### config.mk
export PLATFORM = sky130hd
export DESIGN_NAME = instr_fetch_unit_flat
export DESIGN_NICKNAME = d
export VERILOG_FILES = /design/src/rtl/instr_fetch_unit_if.sv /design/src/rtl/instr_fetch_unit.sv /design/src/flat_wrapper.sv
export SDC_FILE = /design/constraint.sdc
export NUM_CORES = 1
export LEC_CHECK = 0
export CORE_MARGIN = 1.5
export CORE_UTILIZATION = 46
export DETAILED_ROUTE_END_ITERATION = 10
export PLACE_DENSITY = 0.76
export SYNTH_ARGS = -nofsm -noshare
export SYNTH_HDL_FRONTEND = slang
export SYNTH_SLANG_ARGS = --single-unit
export TNS_END_PERCENT = 30
### constraint.sdc
create_clock -name CLK -period 4.5 [get_ports CLK]
set_input_delay 1.125 -clock CLK [delete_from_list [all_inputs] [get_ports CLK]]
set_output_delay 1.125 -clock CLK [all_outputs]
set_load 0.02 [all_outputs]
### src/rtl/instr_fetch_unit_if.sv
// instr_fetch_unit_if: instruction memory request/response channel between fetch unit and memory
interface instr_fetch_unit_if;
  logic        imem_req;
  logic [31:0] imem_addr;
  logic        imem_gnt;
  logic        imem_rvalid;
  logic [31:0] imem_rdata;
  modport master (output imem_req, imem_addr, input imem_gnt, imem_rvalid, imem_rdata);
  modport slave (input imem_req, imem_addr, output imem_gnt, imem_rvalid, imem_rdata);
endinterface

### src/rtl/instr_fetch_unit.sv
// instr_fetch_unit: single-outstanding instruction fetcher with a 2-entry {pc, instr} queue and redirect draining
module instr_fetch_unit #(
  parameter logic [31:0] RESET_PC = 32'h0
) (
  input  logic                      CLK,
  input  logic                      rst_n,
  input  logic                      stall,
  input  logic                      redirect,
  input  logic [31:0]               redirect_pc,
  instr_fetch_unit_if.master        bus,
  output logic                      EN_PC_O,
  output logic [31:0]               PC_O,
  output logic [31:0]               instr_O,
  output logic                      flush_O
);
  typedef enum logic {RUN, DRAIN} state_t;
  state_t      r_state, w_state_nxt;
  logic [31:0] r_fetch_pc, r_req_pc;
  logic        r_out, w_out_nxt;
  logic [31:0] r_pc [2];
  logic [31:0] r_ins [2];
  logic        r_head;
  logic [1:0]  r_cnt;
  logic        w_run, w_fire, w_push, w_pop;
  assign w_run         = r_state == RUN;
  // one request in flight at most, so a new request waits for the previous response
  assign bus.imem_req  = rst_n && w_run && !redirect && !r_out && !r_cnt[1];
  assign bus.imem_addr = {r_fetch_pc[29:0], 2'b00};
  assign w_fire        = bus.imem_req && bus.imem_gnt;
  assign w_push        = w_run && r_out && bus.imem_rvalid && !redirect;
  assign EN_PC_O       = rst_n && r_cnt != 2'd0;
  assign w_pop         = EN_PC_O && !stall && !redirect;
  assign PC_O          = EN_PC_O ? r_pc[r_head] : '0;
  assign instr_O       = EN_PC_O ? r_ins[r_head] : '0;
  assign flush_O       = redirect;
  always_comb begin
    w_state_nxt = r_state;
    w_out_nxt   = r_out;
    if (!w_run) begin
      w_out_nxt   = !bus.imem_rvalid;
      w_state_nxt = bus.imem_rvalid ? RUN : DRAIN;
    end else if (redirect) begin
      w_out_nxt   = r_out && !bus.imem_rvalid;
      w_state_nxt = (r_out && !bus.imem_rvalid) ? DRAIN : RUN;
    end else begin
      w_out_nxt = w_fire ? 1'b1 : (bus.imem_rvalid ? 1'b0 : r_out);
    end
  end
  always_ff @(posedge CLK) begin
    if (!rst_n) r_state <= RUN;
    else        r_state <= w_state_nxt;
  end
  always_ff @(posedge CLK) begin
    if (!rst_n) begin
      r_fetch_pc <= RESET_PC;
      r_req_pc   <= '0;
      r_out      <= 1'b0;
      r_cnt      <= 2'd0;
      r_head     <= 1'b0;
    end else begin
      r_out <= w_out_nxt;
      if (redirect) begin
        r_fetch_pc <= redirect_pc;
        r_cnt      <= 2'd0;
      end else begin
        if (w_fire) begin
          r_fetch_pc <= r_fetch_pc + 32'd1;
          r_req_pc   <= r_fetch_pc;
        end
        r_cnt <= r_cnt + {1'b0, w_push} - {1'b0, w_pop};
        if (w_pop) r_head <= !r_head;
      end
    end
  end
  always_ff @(posedge CLK) begin
    if (w_push) begin
      r_pc[r_head ^ r_cnt[0]]  <= r_req_pc;
      r_ins[r_head ^ r_cnt[0]] <= bus.imem_rdata;
    end
  end
endmodule

### src/flat_wrapper.sv
// flat-port wrapper written by rule: the top's interface ports become plain ports
module instr_fetch_unit_flat 
#(
  parameter logic [31:0] RESET_PC = 32'h0
)
  (CLK, rst_n, stall, redirect, redirect_pc, EN_PC_O, PC_O, instr_O, flush_O, bus_imem_req, bus_imem_addr, bus_imem_gnt, bus_imem_rvalid, bus_imem_rdata);
  instr_fetch_unit_if bus_i ();
  input  logic CLK;
  input  logic rst_n;
  input  logic stall;
  input  logic redirect;
  input  logic [31:0] redirect_pc;
  output logic EN_PC_O;
  output logic [31:0] PC_O;
  output logic [31:0] instr_O;
  output logic flush_O;
  output wire logic [$bits(bus_i.imem_req)-1:0] bus_imem_req;
  output wire logic [$bits(bus_i.imem_addr)-1:0] bus_imem_addr;
  input wire logic [$bits(bus_i.imem_gnt)-1:0] bus_imem_gnt;
  input wire logic [$bits(bus_i.imem_rvalid)-1:0] bus_imem_rvalid;
  input wire logic [$bits(bus_i.imem_rdata)-1:0] bus_imem_rdata;
  assign bus_imem_req = bus_i.imem_req;
  assign bus_imem_addr = bus_i.imem_addr;
  assign bus_i.imem_gnt = bus_imem_gnt;
  assign bus_i.imem_rvalid = bus_imem_rvalid;
  assign bus_i.imem_rdata = bus_imem_rdata;
  instr_fetch_unit #(.RESET_PC(RESET_PC)) u_core (.CLK(CLK), .rst_n(rst_n), .stall(stall), .redirect(redirect), .redirect_pc(redirect_pc), .bus(bus_i), .EN_PC_O(EN_PC_O), .PC_O(PC_O), .instr_O(instr_O), .flush_O(flush_O));
endmodule
; Word level (Yosys, flattened, before mapping)
; Memories as Yosys holds them, arrays and structs flattened. A register that Yosys moved wholly into a read port is not among the register bits.
; Index checks and enable logic that the tools add are counted.
[classes]
reduce_logical = 24
n_shift = 0
div_mod_pow = 0
mux = 18
magnitude_cmp = 0
addsub = 3
bitwise = 4
multipliers = 0
n_eq_ne = 0
[op_table]
columns = cell, count
row1 = 32-bit 2-to-1 mux, 4
row2 = 32-bit by 1-bit adder with 32-bit output (second input constant), 1
row3 = 1-bit 2-to-1 mux, 14
row4 = 1-bit logical AND, 12
row5 = 1-bit zero test, 6
row6 = 2-bit AND reduction, 2
row7 = 2-bit nonzero test, 2
row8 = 4-bit nonzero test, 1
row9 = 1-bit inverter, 3
row10 = 2-bit by 1-bit adder with 2-bit output, 1
row11 = 2-bit OR reduction, 1
row12 = 2-bit by 1-bit subtractor with 2-bit output, 1
row13 = 1-bit bitwise XOR, 1
[word_totals]
n_memories = 2
wordCells = 57
latchBits = 0
input_bits = 70
romBits = 0
out_inout_bits = 99
ramBits = 128
regBits = 69
[mem_list]
columns = name, depth, word_bits, read_ports, rd_clocked_by_memory_dff, wr, line_no
row1 = u_core.r_ins, 2, 32, 1, 1, 1, instr_fetch_unit.sv:21  ; logic [31:0] r_ins [2];
row2 = u_core.r_pc, 2, 32, 1, 1, 1, instr_fetch_unit.sv:20  ; logic [31:0] r_pc [2];

; Longest topological paths before layout
[depth]
depth_word = 9
depth_mapped = 10
ltp_nobuf = 9

; Worst setup path after synthesis
; No wires, ideal clock.
[synth_path]
kind = input -> register
start = input port redirect
end = memory u_core.r_ins[0][0], enable pin
arrival_time_ps = 4402
setup_slack_ps = -395
stages = 4
setup_ps = 493
path_cell_list = clkbuf_1 > inv_1 > nand4_1 > nor2b_1
[synth_via]
elab_chain_len = 4
[synth_lines]
columns = item, line_no
row1 = from (decl), flat_wrapper.sv:11  ; input logic redirect;
row2 = 1-bit zero test, instr_fetch_unit.sv:30  ; assign w_push = w_run && r_out && bus.imem_rvalid && !redirect;
row3 = 1-bit logical AND, instr_fetch_unit.sv:30
row4 = 1-bit 2-to-1 mux, instr_fetch_unit.sv:76  ; if (w_push) begin
row5 = 1-bit 2-to-1 mux (implied by the code), instr_fetch_unit.sv:78  ; r_ins[r_head ^ r_cnt[0]] <= bus.imem_rdata;
row6 = to (decl), instr_fetch_unit.sv:21
; No other way between the ends.

; Worst setup path after layout
[layout_path]
start = input port rst_n
end = output port PC_O[10]
[layout_via]
elab_chain_len = 2
[layout_lines]
columns = item, line_no
row1 = from (decl), flat_wrapper.sv:9  ; input logic rst_n;
row2 = 1-bit logical AND, instr_fetch_unit.sv:31  ; assign EN_PC_O = rst_n && r_cnt != 2'd0;
row3 = 32-bit 2-to-1 mux, instr_fetch_unit.sv:33  ; assign PC_O = EN_PC_O ? r_pc[r_head] : '0;
row4 = to (decl), flat_wrapper.sv:14  ; output logic [31:0] PC_O;
; No other way between the ends.

==> run metrics <==
CP Launch Type primary input; post-CTS setup buffer count 0; final worst slack 371.4 ps; area leader, netlist edfxtp_1; antenna violations before repair 0; Hold-fix buffers, CTS 0; CTS tree yes; CP dominant cell by count clkdlybuf4s50_1; switch share 20.71%; Post-DRT Antenna Nets 0; CP Capture Type output pin; Design Area, Final 10620 µm²; final setup skew 9.562 ps; post-DR vias/cell 5.322; share of the synthesized area in the top cell type 46.27%; Ys Warns 0; # IOs 169; Post-Syn Instances 726; Achievable Freq 242.2 MHz; Buf+Inv Stages, Crit Path 3; CP max stage cell clkdlybuf4s50_1; Total Wirelength 17.52 mm; RSZ-0062 raised after global routing false; fin crit share 91.75%; post-synthesis cell type count 51; crit path DAT 3000 ps; CP Data Required Time 3380 ps; internal power 2.981 mW; Pleak 3.443 nW; antenna diode count 0; Num CTS Buffers 17; Chip Height 137.4 µm; first-pass GRT wire length 27.33 mm; clk_lat worst skew 420 ps; largest net degree at the start of global routing 66; Die Wd 137.4 µm; final non-filler cell total 1088; main area contributors after synthesis edfxtp_1 (46%), dfxtp_1 (17%), mux2i_1 (8.1%); register bit count reported by yosys 198; pwr dens 353.9 nW/µm²; clock group share of total power 41.1%; CTS H-tree lvls 4; slowest stage delay, CP 570 ps; Max Fanout on Critical Path 65; total track usage 18.99%; full die area 18870 µm²; Area Growth Syn to Fin 27.87%; actual slew at the worst max-slew pin 1281 ps; number of global-route vias before repair 5430; Top delay family on crit path buffers and inverters; CTS Buffer Depth 2; Post-DP Area 10010 µm²; crit-path cells clkdlybuf4s50_1 -> o21ai_4 -> buf_4 -> nor2_1 -> clkdlybuf4s50_1; wire per inst 16.10 µm; Gate power share 6.0%; Max Cap Viol 0; DR pass1 iterations 5; Setup CP Type in -> out; Worst Hold Class reg -> reg; Core Util, Final 60.77%; Rel. slew slack 14.18%; Cells after DPL 1056; setup violators final 0; Residual DRC 0; detailed placement HPWL 11.62 mm; Reg clk slew, reported paths 70 ps; status complete, no violations; Clock Tree Root clkbuf_16; Final Critical Period 4129 ps; share of cells above drive strength 1 6.837%; most common cell after layout, fill and taps aside clkdlybuf4s50_1; CTS sink cnt 198; total net switching power 778.5 µW; Synth Flop Type edfxtp_1; vias 5790; Port Buffer Count 166; iteration-0 DRC count of the detailed router 324; Seq/Total Area, Yosys 63.14%; gpl congestion 0.8306; worst slack, placed 359.0 ps; sequential share of power 52.9%; Async SR Flop Fraction 0%; Final Hold Vio Count 0; number of flops mapped to enable cells by yosys 128; total gr overflow 0; Final nets 923; Core Region 17480 µm²; FP Rows 48; most frequent cells in the layout clkdlybuf4s50_1 (166), edfxtp_1 (128), nand2_1 (98), nor2_1 (76), dfxtp_1 (69); CTS resizes 0; initial core utilization 47.53%; Avg Inst Size Synth 11.44 µm²; highest ir drop seen on vdd 256.3 µV; Netlist Area Pre-Place 8307 µm²; Final Max Slew Viols 0
==> power by group through the flow <==
| stage | Combinational [mW] | Clock, mW | Sequential (mW) |
|---|---|---|---|
| 6_report | 0.224 | 1.55 | 1.99 |
| 3_5_place_dp | 0.224 | 0 | 2.03 |
| 2_1_floorplan | 0.124 | 0 | 2.01 |
| 3_3_place_gp | 0.221 | 0 | 2.03 |
| 4_1_cts | 0.225 | 1.57 | 1.99 |
| 5_1_grt | 0.242 | 1.64 | 1.99 |
==> path summary, 6_finish.rpt <==
path                         from               endpoint  slack [ps]  depth (start not counted)
min           u_core.r_req_pc[22]     u_core.r_pc[1][22]         450                          0
max                         rst_n               PC_O[10]         370                          5
max reg2reg  u_core.r_fetch_pc[2]  u_core.r_fetch_pc[29]        2080                          5
min reg2reg   u_core.r_req_pc[22]     u_core.r_pc[1][22]         450                          0
==> cells by family after synthesis <==
group / count (synthesis) / share of synthesized area [%]
AO/OA/AOI/OAI: 110 / 8.073
XOR/XNOR: 7 / 0.7381
adder cells (fa/ha/maj): 3 / 0.4519
buffers and inverters: 88 / 5.498
flip-flops: 198 / 63.14
multiplexers: 71 / 8.616
other: 1 / 0.04514
AND/OR/NAND/NOR: 248 / 13.44
==> layout make-up <==
class	instances	area (µm²)
clock inverter	10	145.1
tap	225	281.5
inverter	11	41.29
timing repair buffer	181	1799
multi-input combinational	441	2640
clock buffer	22	465.4
sequential	198	5249
fill	1451	6855
==> Yosys cell counts (3+ instances only) <==
cell type / instances
edfxtp_1: 128
a221oi_1: 4
buf_1: 9
o21ai_0: 8
or3_1: 4
o311ai_0: 5
nor4_1: 9
or4_1: 7
dfxtp_1: 70
and2_1: 5
xnor2_1: 6
a22oi_1: 3
ha_1: 3
nand2_1: 98
clkbuf_1: 33
nand3_1: 16
nor2_1: 77
mux2_2: 4
a21oi_1: 58
mux2i_1: 67
a31oi_1: 10
buf_4: 33
a21o_1: 3
and3_1: 5
inv_1: 10
nor3_1: 9
nand4_1: 5
o211ai_1: 3
==> worst register-to-register path, cell delays in order, from the launching register on <==
cell	delay, ps
dfxtp_1	470
and4_1	340
nand2_1	320
nor4_2	730
a221oi_1	170
a311oi_1	290
==> metal layers <==
metal	part of all wire (%)	global-route usage [%]
met5	0	0
met4	1.5	7.193
met3	6.8	4.341
met2	47	29.97
met1	45	25.55
==> sequential cells by signal, summed over array words and instances, names as in the netlist, named ones only <==
name,flops
u_core.r_ins,64
u_core.r_state,1
u_core.r_head,1
u_core.r_out,1
u_core.r_req_pc,32
u_core.r_cnt,2
u_core.r_pc,64
u_core.r_fetch_pc,32
==> per-stage QoR <==
step / setup TNS, ps / power (mW) / hold slack, ps
2_1_floorplan: -17310 / 2.139 / 425.4
3_5_place_dp: 0 / 2.252 / 438.7
4_1_cts: 0 / 3.786 / 454.7
6_report: 0 / 3.759 / 452.0
3_3_place_gp: 0 / 2.247 / 431.3
5_1_grt: 0 / 3.877 / 459.9
No activity file was read; power rests on OpenSTA's default activity.
